File: src/rtl/stage_trace.sv
// Retirement trace buffer: captures {pc, instr, opc, tick} into a FIFO while armed, with PC-match trigger and post-trigger window.
// Head entry visible one cycle after push (no fall-through); pushes into a full FIFO without a pop are dropped and counted.

module stage_trace_fifo #(
  parameter int W     = 8,
  parameter int DEPTH = 16,
  parameter int CW    = $clog2(DEPTH) + 1
) (
  input  logic          clk,
  input  logic          rst,
  input  logic          clr,
  input  logic          push,
  input  logic          pop,
  input  logic [W-1:0]  wdat,
  output logic [W-1:0]  rdat,
  output logic [CW-1:0] count,
  output logic          full,
  output logic          empty
);
  localparam int PW = $clog2(DEPTH);

  logic [W-1:0]  mem [DEPTH];
  logic [PW-1:0] wr_ptr_q, wr_ptr_d;
  logic [PW-1:0] rd_ptr_q, rd_ptr_d;
  logic [CW-1:0] count_q, count_d;
  logic          push_ok;
  logic          pop_ok;

  assign full    = (count_q == CW'(DEPTH));
  assign empty   = (count_q == '0);
  assign pop_ok  = pop && !empty;
  // A pop frees the slot in the same cycle, so a full FIFO can still accept.
  assign push_ok = push && (!full || pop_ok);

  always_comb begin
    wr_ptr_d = wr_ptr_q;
    rd_ptr_d = rd_ptr_q;
    count_d  = count_q;
    if (clr) begin
      wr_ptr_d = '0;
      rd_ptr_d = '0;
      count_d  = '0;
    end else begin
      if (push_ok) wr_ptr_d = wr_ptr_q + PW'(1);
      if (pop_ok)  rd_ptr_d = rd_ptr_q + PW'(1);
      count_d = count_q + CW'(push_ok) - CW'(pop_ok);
    end
  end

  always_ff @(posedge clk) begin
    if (rst) begin
      wr_ptr_q <= '0;
      rd_ptr_q <= '0;
      count_q  <= '0;
    end else begin
      wr_ptr_q <= wr_ptr_d;
      rd_ptr_q <= rd_ptr_d;
      count_q  <= count_d;
    end
  end

  always_ff @(posedge clk) begin
    if (!rst && !clr && push_ok) mem[wr_ptr_q] <= wdat;
  end

  // Storage is not reset; masking keeps the head fields at zero while empty.
  assign rdat  = empty ? '0 : mem[rd_ptr_q];
  assign count = count_q;
endmodule

module stage_trace #(
  parameter int ADDR_WIDTH  = 24,
  parameter int INSTR_WIDTH = 24,
  parameter int OPC_WIDTH   = 8,
  parameter int DEPTH       = 16,
  parameter int POST_DEPTH  = 4
) (
  input  logic                     iw_clk,
  input  logic                     iw_rst,
  input  logic                     iw_wb_valid,
  input  logic [ADDR_WIDTH-1:0]    iw_wb_pc,
  input  logic [INSTR_WIDTH-1:0]   iw_wb_instr,
  input  logic [OPC_WIDTH-1:0]     iw_wb_opc,
  input  logic                     iw_arm,
  input  logic                     iw_clear,
  input  logic                     iw_trig_en,
  input  logic [ADDR_WIDTH-1:0]    iw_trig_pc,
  input  logic                     iw_rd_ready,
  output logic                     ow_rd_valid,
  output logic [ADDR_WIDTH-1:0]    ow_rd_pc,
  output logic [INSTR_WIDTH-1:0]   ow_rd_instr,
  output logic [OPC_WIDTH-1:0]     ow_rd_opc,
  output logic [31:0]              ow_rd_tick,
  output logic [$clog2(DEPTH):0]   ow_count,
  output logic [1:0]               ow_state,
  output logic                     ow_overflow,
  output logic [15:0]              ow_drop_cnt
);
  localparam int CW = $clog2(DEPTH) + 1;
  localparam int PW = (POST_DEPTH > 0) ? $clog2(POST_DEPTH + 1) : 1;

  localparam logic [1:0] S_IDLE = 2'd0;
  localparam logic [1:0] S_RUN  = 2'd1;
  localparam logic [1:0] S_POST = 2'd2;
  localparam logic [1:0] S_HALT = 2'd3;

  typedef struct packed {
    logic [ADDR_WIDTH-1:0]  pc;
    logic [INSTR_WIDTH-1:0] instr;
    logic [OPC_WIDTH-1:0]   opc;
    logic [31:0]            tick;
  } entry_t;

  logic [31:0]   tick_q, tick_d;
  logic [1:0]    state_q, state_d;
  logic [PW-1:0] post_q, post_d;
  logic [15:0]   drop_q, drop_d;
  logic          ovf_q, ovf_d;

  entry_t        wr_ent;
  entry_t        rd_ent;
  logic [CW-1:0] fifo_count;
  logic          fifo_full;
  logic          fifo_empty;
  logic          capture;
  logic          pop;
  logic          drop;
  logic          trig_hit;

  assign capture  = iw_wb_valid && ((state_q == S_RUN) || (state_q == S_POST));
  assign pop      = !fifo_empty && iw_rd_ready;
  assign drop     = capture && fifo_full && !pop;
  assign trig_hit = capture && iw_trig_en && (iw_wb_pc == iw_trig_pc);

  always_comb begin
    wr_ent       = '0;
    wr_ent.pc    = iw_wb_pc;
    wr_ent.instr = iw_wb_instr;
    wr_ent.opc   = iw_wb_opc;
    wr_ent.tick  = tick_q;
  end

  stage_trace_fifo #(
    .W     ($bits(entry_t)),
    .DEPTH (DEPTH),
    .CW    (CW)
  ) u_fifo (
    .clk   (iw_clk),
    .rst   (iw_rst),
    .clr   (iw_clear),
    .push  (capture),
    .pop   (pop),
    .wdat  (wr_ent),
    .rdat  (rd_ent),
    .count (fifo_count),
    .full  (fifo_full),
    .empty (fifo_empty)
  );

  always_comb begin
    tick_d  = tick_q + 32'd1;
    state_d = state_q;
    post_d  = post_q;
    drop_d  = drop_q;
    ovf_d   = ovf_q;
    if (iw_clear) begin
      state_d = S_IDLE;
      post_d  = '0;
      drop_d  = '0;
      ovf_d   = 1'b0;
    end else begin
      if (drop) begin
        ovf_d = 1'b1;
        if (drop_q != 16'hFFFF) drop_d = drop_q + 16'd1;
      end
      case (state_q)
        S_IDLE, S_HALT: begin
          if (iw_arm) state_d = S_RUN;
        end
        S_RUN: begin
          // The trigger entry itself is outside the post-trigger window.
          if (trig_hit) begin
            post_d  = PW'(POST_DEPTH);
            state_d = (POST_DEPTH == 0) ? S_HALT : S_POST;
          end
        end
        S_POST: begin
          if (capture) begin
            post_d = post_q - PW'(1);
            if (post_q == PW'(1)) state_d = S_HALT;
          end
        end
        default: state_d = S_IDLE;
      endcase
    end
  end

  always_ff @(posedge iw_clk) begin
    if (iw_rst) begin
      tick_q  <= '0;
      state_q <= S_IDLE;
      post_q  <= '0;
      drop_q  <= '0;
      ovf_q   <= 1'b0;
    end else begin
      tick_q  <= tick_d;
      state_q <= state_d;
      post_q  <= post_d;
      drop_q  <= drop_d;
      ovf_q   <= ovf_d;
    end
  end

  assign ow_rd_valid = !fifo_empty;
  assign ow_rd_pc    = rd_ent.pc;
  assign ow_rd_instr = rd_ent.instr;
  assign ow_rd_opc   = rd_ent.opc;
  assign ow_rd_tick  = rd_ent.tick;
  assign ow_count    = fifo_count;
  assign ow_state    = state_q;
  assign ow_overflow = ovf_q;
  assign ow_drop_cnt = drop_q;
endmodule

File: config.mk
export PLATFORM = sky130hd
export DESIGN_NAME = stage_trace
export DESIGN_NICKNAME = d
export VERILOG_FILES = /design/src/rtl/stage_trace.sv
export SDC_FILE = /design/constraint.sdc
export NUM_CORES = 1
export LEC_CHECK = 0
export CORE_MARGIN = 2
export CORE_UTILIZATION = 62
export CTS_BUF_LIST = sky130_fd_sc_hd__clkbuf_4
export CTS_CLUSTER_DIAMETER = 40
export DETAILED_ROUTE_END_ITERATION = 7
export DONT_BUFFER_PORTS = 1
export PLACE_DENSITY = 0.77
export REMOVE_ABC_BUFFERS = 1
export SYNTH_ARGS = -nofsm -noshare
export SYNTH_HDL_FRONTEND = slang
export SYNTH_SLANG_ARGS = --single-unit
File: constraint.sdc
create_clock -name iw_clk -period 19.9 [get_ports iw_clk]
set_input_delay 3.98 -clock iw_clk [delete_from_list [all_inputs] [get_ports iw_clk]]
set_output_delay 3.98 -clock iw_clk [all_outputs]
set_load 0.005 [all_outputs]
==> impl_results.md, run 1 <==
- Status: completed
- Max Cap Viol: 0
- P_sw: 1.48 mW
- CP Max Fanout: 78
- GP Congestion: 0.746
- Post-detail-place hpwl: 60900 um
- Crit. End Element: output pin
- Bufs on Longest Clock Path: 4
- Clk Latency, worst-skew pair: 1.24 ns
- Row count: 111
- WS Path Type: reg -> out
- Layout cells sized above 1: 34.7%
- Die area: 94400 um2
- Post-CTS setup buffers: 0
- Clock sink count: 1479
- CP peak stage delay: 0.97 ns
- P per Cell Area: 101 nW/um2
- IO Pins: 200
- Cell with the most instances after synthesis: edfxtp_1
- Clock power frac: 37.3%
- Largest net degree at the start of global routing: ~110
- Fin crit share: 50.2%
- Share of the synthesized area in the top cell type: 74.1%
- First-pass DRT Iterations: 5
- Die Width: 307 um
- Syn Inst Count: around 2500
- Synth top cells by count: edfxtp_1 (1408), mux4_2 (440), and2_1 (94)
- WP buf/inv: 3
- Crit path cell chain: buf_4, buf_4, buf_4, mux4_2, mux4_2, and2_1
- Vias in the first global route: 28800
- #FFs+latches synth: 1479
- Setup TNS: 0 ns
- Mapped cell area: 57000 um2
- Clk slew on worst S/H paths: 0.06 ns
- Syn_area_per_cell: 22.8 um2
- CP delay by family, top: buffers and inverters
- Worst path most repeated cell: buf_4
- CTS resizes: 0
- Fin. max-slew vios: 0
- Final count of hold timing violations: 0
- Comb pwr share: 9.1%
- Min-Delay Path Class: reg -> reg
- Global route overflow: 0
- Vias per Instance: 6.48
- DRC violations left: 0
- Slew @ Worst Pin: approximately 1.2 ns
- Ys async rst share: 0%
- Net count reported at finish: 2905
- Tot GR Track Use: 26.8%
- Wire per inst: 29.3 um
- Internal Power: 4.90 mW
- Area grow syn2layout: 10.2%
- Post-CTS Hold Buffers: 0
- Critical Path Source Type: register
- Switch share: 23.1%
- Min Clock Period, post-route: 9.98 ns
- CORE AREA: 91400 um2
- DRT Wirelength: 124000 um
- Slew HR: 19.7%
- Yosys warning count: 0
- Port bufs: 0
- Leak Pwr: just under 20 nW
- Initial Util: a little over three fifths
- H-tree depth: 5
- Arr. time, crit path: 6.00 ns
- Worst Clk Skew: 0.0913 ns
- Fin cells: 4235
- Vert. Die Dim: 307 um
- Synth area leaders: edfxtp_1 (74%), mux4_2 (17%), dfxtp_1 (2.5%), and2_1 (1.0%), xnor2_1 (0.58%)
- Dominant cell type by area after synthesis: edfxtp_1
- Distinct cells, synth: 46
- Total CTS buffers: 372
- Detail Route Antenna Nets: 0
- CTS root buffer: clkbuf_4
- Req. time, crit path: roughly 16 ns
- Power share of the sequential group: about 54%
- DR vias: 27500
- Final Setup Violations: 0
- Initial antenna violation count: 5
- Global-route wire length before repair: about 180000 um
- Post-synth top flop: edfxtp_1
- Critical-path top delay cell: buf_4
- Unrepaired setup endpoints after global routing: false
- 1st-iter DRT viols: 3239
- DP Cell Count: 3611
- CTS tree: yes
- F_max: ~100 MHz
- EDFF count, synth: 1408
- Register area share after synthesis: 76.6%
- Peak VDD IR: 0.113 mV
-- layer usage --
layer	vias up	wire length, um	global-route usage, %
li1	11300	-	-
met1	14500	45900	35.8
met2	1482	64700	44.8
met3	177	11500	6.49
met4	0	1870	7.62
met5	-	0	0
-- kinds of logic after synthesis --
| logic type | count (synthesis) | share of synthesized area [%] |
|---|---|---|
| xor+xnor | 68 | 1.04 |
| fa+ha+maj | 19 | 0.430 |
| buf+inv | 150 | 1.15 |
| flops | 1479 | 76.6 |
| compound gates | 40 | 0.437 |
| simple gates | 304 | 2.90 |
| mux | 443 | 17.4 |
-- power groups by stage --
stage	combinational [mW]	sequential (mW)	clock [mW]
2_1_floorplan	0.548	3.53	0
3_3_place_gp	0.581	3.48	0
3_5_place_dp	0.594	3.48	0
4_1_cts	0.598	3.41	2.43
5_1_grt	0.628	3.41	2.58
6_report	0.580	3.41	2.38
-- worst paths after layout --
path,from,endpoint,slack (ns),cells past startpoint
hold reg to reg,ow_overflow,ow_overflow,0.52,2
setup reg to reg,ow_state[0],u_fifo.mem[12][60],14.67,8
setup / recovery,register,ow_rd_opc[3],9.92,6
hold / removal,ow_overflow,ow_overflow,0.52,2
-- registers in the layout (all words and copies together) (netlist names), named ones only --
register and cells:
ow_overflow 1, tick_q 32, u_fifo.mem 1408, post_q 3, u_fifo.count 5, ow_drop_cnt 16, ow_state 2, u_fifo.wr_ptr_q 4
u_fifo.rd_ptr_q 4
-- metrics by stage --
stage                     setup slack [ns]  hold slack, ns  util, %  area, um2  total power, mW
final                                 9.92           0.516     68.8      62900             6.37
after global routing                  9.61           0.547     68.8      62900             6.63
after CTS                             9.78           0.520     68.8      62900             6.44
after detailed placement             11.09           0.506     64.0      58500             4.08
after global placement               11.18           0.490     64.0      58500             4.06
after floorplan                      0.293           0.465        -      56500             4.08
-- cell usage in the layout, fill, tap and decap left out, types with 6 or more instances in the layout --
cell      Yosys  routed
or3_1        13      13
o21ai_0      10      10
o211ai_1      6       6
buf_4         8      48
and4_1        7       7
nand3_1      22      22
nand2_1      24      23
clkbuf_4      0     514
ha_1         18      18
nor3_1       13       9
dfxtp_1      71      67
xnor2_1      38      38
mux4_2      440     440
edfxtp_1   1408    1408
clkinv_1      0      77
diode_2       0       8
nor2_1       70      58
xor2_1       30      30
nor2_4        0      12
clkinv_2      0      10
nor4_1       17      16
inv_2         0       6
inv_1        23      23
nand4_1      19      19
and2_1       94      94
a21oi_1      12      12
-- layout make-up --
type / count / area, um2
Inverter: 23 / 86.3
Multi-Input combinational cell: 874 / 12800
Timing Repair Buffer: 49 / 380
Tap cell: 1186 / 1480
Clock inverter: 102 / 523
Clock buffer: 514 / 3860
Sequential cell: 1479 / 43700
Antenna cell: 8 / 20.0
Fill cell: 5527 / 28500
-- tightest hold or removal path: cells and delay by family, from the launching register on --
| kind | cells | cell delay [ns] |
|---|---|---|
| flip-flops | 1 | 0.33 |
| AND/OR/NAND/NOR | 2 | 0.14 |
Note: power is estimated with default switching activity, not from simulation.
==> run 2, diff against run 1 <==
--- a/config.mk
+++ b/config.mk
@@ -6,7 +6,7 @@
 export NUM_CORES = 1
 export LEC_CHECK = 0
 export CORE_MARGIN = 2
-export CORE_UTILIZATION = 62
+export CORE_UTILIZATION = 59
 export CTS_BUF_LIST = sky130_fd_sc_hd__clkbuf_4
 export CTS_CLUSTER_DIAMETER = 40
 export DETAILED_ROUTE_END_ITERATION = 7
==> constraint.sdc (replaced) <==
create_clock -name iw_clk -period 9.15 [get_ports iw_clk]
set_input_delay 1.83 -clock iw_clk [delete_from_list [all_inputs] [get_ports iw_clk]]
set_output_delay 1.83 -clock iw_clk [all_outputs]
set_load 0.005 [all_outputs]
==> impl_results.md, run 2 (synthesis gave the netlist of run 1 again) <==
- Status: completed
- P per Cell Area: 222 nW/um2 (+120%)
- Peak VDD IR: 0.296 mV (+160%)
- Final count of hold timing violations: 0 (unchanged)
- Die Width: 315 um (+2.5%)
- Final Setup Violations: 0 (unchanged)
- Row count: 114 (+2.7%)
- Crit. End Element: output pin
- Die area: 99200 um2 (+5.0%)
- H-tree depth: 5 (unchanged)
- Post-CTS Hold Buffers: 0 (unchanged)
- First-pass DRT Iterations: 8 (+3)
- 1st-iter DRT viols: 3005 (-7.2%)
- Fin. max-slew vios: 0 (unchanged)
- Met1 Use GR: 34.4% (-1.4 points)
- Wire per inst: 28.1 um (-4.0%)
- Initial Util: 59.2% (-3.2 points)
- Arr. time, crit path: 4.47 ns (-1.53 ns)
- Req. time, crit path: 7.32 ns (-8.60 ns)
- Clk slew on worst S/H paths: 0.07 ns (about the same)
- CTS resizes: 0 (unchanged)
- DRT Wirelength: 122000 um (-1.4%)
- Worst Hold Depth: 2 (unchanged)
- Clock sink count: 1479 (unchanged)
- CP Max Fanout: 53 (-32%)
- Total CTS buffers: 374 (+0.54%)
- Net count reported at finish: 2905 (unchanged)
- Post-detail-place hpwl: 60800 um (about the same)
- Slew HR: 22.2% (+2.4 points)
- Largest Register: u_fifo.mem
- Final Core Density: 65.7% (-3.1 points)
- Unrepaired setup endpoints after global routing: false
- Fin crit share: 68.8%
- IO Pins: 200 (unchanged)
- Most frequent cells in the layout: edfxtp_1 (1408), clkbuf_4 (537), mux4_2 (440), and2_1 (94), clkinv_1 (89)
- Clk Latency, worst-skew pair: 1.18 ns (-0.06 ns)
- Pre-CTS setup slack: 3.75 ns (-7.35 ns)
- F_max: 159 MHz
- Layout cells sized above 1: 35.0% (+0.25 points)
- Global-route wire length before repair: 182000 um (+0.15%)
- DRC violations left: 0 (unchanged)
- Fill cells: 6024 (+9.0%)
- Leak Pwr: 19.5 nW (+0.65%)
- Min Clock Period, post-route: 6.30 ns
- Worst Clk Skew: 0.0828 ns (-0.00855 ns)
- GP Congestion: 0.783 (+4.9%)
- CTS tree: yes
- Area grow syn2layout: 10.9%
- Most Crowded Layer GR: met2
- Bufs on Longest Clock Path: 4 (unchanged)
- CORE AREA: 96300 um2 (+5.4%)
- CTS root buffer: clkbuf_4
- Port bufs: 0 (unchanged)
- R2r worst-path depth: 8 (unchanged)
- Commonest non-fill, non-tap cell in the layout: edfxtp_1
- Global-route met2 utilization: 40.1% (-4.8 points)
- Max reg flops: 1408 (unchanged)
- Initial antenna violation count: 2 (-3)
- Vert. Die Dim: 315 um (+2.5%)
- Vias in the first global route: 29300 (+1.6%)
- Tot GR Track Use: 25.3% (-1.6 points)
- Slew @ Worst Pin: 1.16 ns (-0.0307 ns)
- Largest net degree at the start of global routing: 169 (+50%)
- Post-CTS setup buffers: 0 (unchanged)
- Critical Path Source Type: register
- Global route overflow: 0 (unchanged)
- Vias per Instance: 6.33 (-2.4%)
- Detail Route Antenna Nets: 0 (unchanged)
- Setup TNS: 0 ns (unchanged)
- DR vias: 27500 (+0.30%)
- Max Cap Viol: 0 (unchanged)
- Total power: 14.1 mW (+120%)
- Worst Setup Slack, final: 2.85 ns (-7.07 ns)
- Min-Delay Path Class: reg -> reg
- Met3 Use GR: 7.22% (+0.73 points)
- WS Path Type: reg -> out
- Hold Worst Slack: 0.509 ns (-0.00769 ns)
-- run 2: cell type report --
type	count	area, um2	share of cell area [%]
Tap cell	1276	1600	2.52
Multi-Input combinational cell	874	12800	20.3
Clock inverter	111	576	0.910
Timing Repair Buffer	47	428	0.676
Sequential cell	1479	43700	69.1
Clock buffer	537	4030	6.37
Antenna cell	5	12.5	0.0198
Inverter	23	86.3	0.136
-- run 2: layer usage --
metal,routed length [um],share of wire (%),vias up
met2,60600,50,1542
met5,0,0,-
li1,-,-,11400
met4,2380,1.9,0
met3,13300,11,183
met1,45900,38,14400
-- run 2: stage by stage --
| step | cell area (um2) | std cells |
|---|---|---|
| 2_1_floorplan | 56500 | 2376 |
| 3_3_place_gp | 58600 | 3699 |
| 3_5_place_dp | 58600 | 3699 |
| 4_1_cts | 63200 | 4347 |
| 5_1_grt | 63300 | 4352 |
| 6_report | 63300 | 4352 |
-- run 2: final timing paths --
kind | from | to | slack (ns)
worst max-delay path | register | ow_rd_instr[22] | 2.85
worst max register to register | ow_state[0] | u_fifo.mem[0][8] | 4.56
worst min-delay path | ow_overflow | ow_overflow | 0.51
worst min register to register | ow_overflow | ow_overflow | 0.51
-- run 2: report_power, final --
part	internal [mW]	switching, mW	total, mW
Combinational	0.580	0.732	1.31
Sequential	7.38	0.0421	7.43
Clock	2.83	2.49	5.32
-- run 2: critical path: stages, from the launching register on --
cell and delay (ns):
dfxtp_4 0.95, buf_4 0.93, mux4_2 0.62, mux4_2 0.48, and2_1 0.21
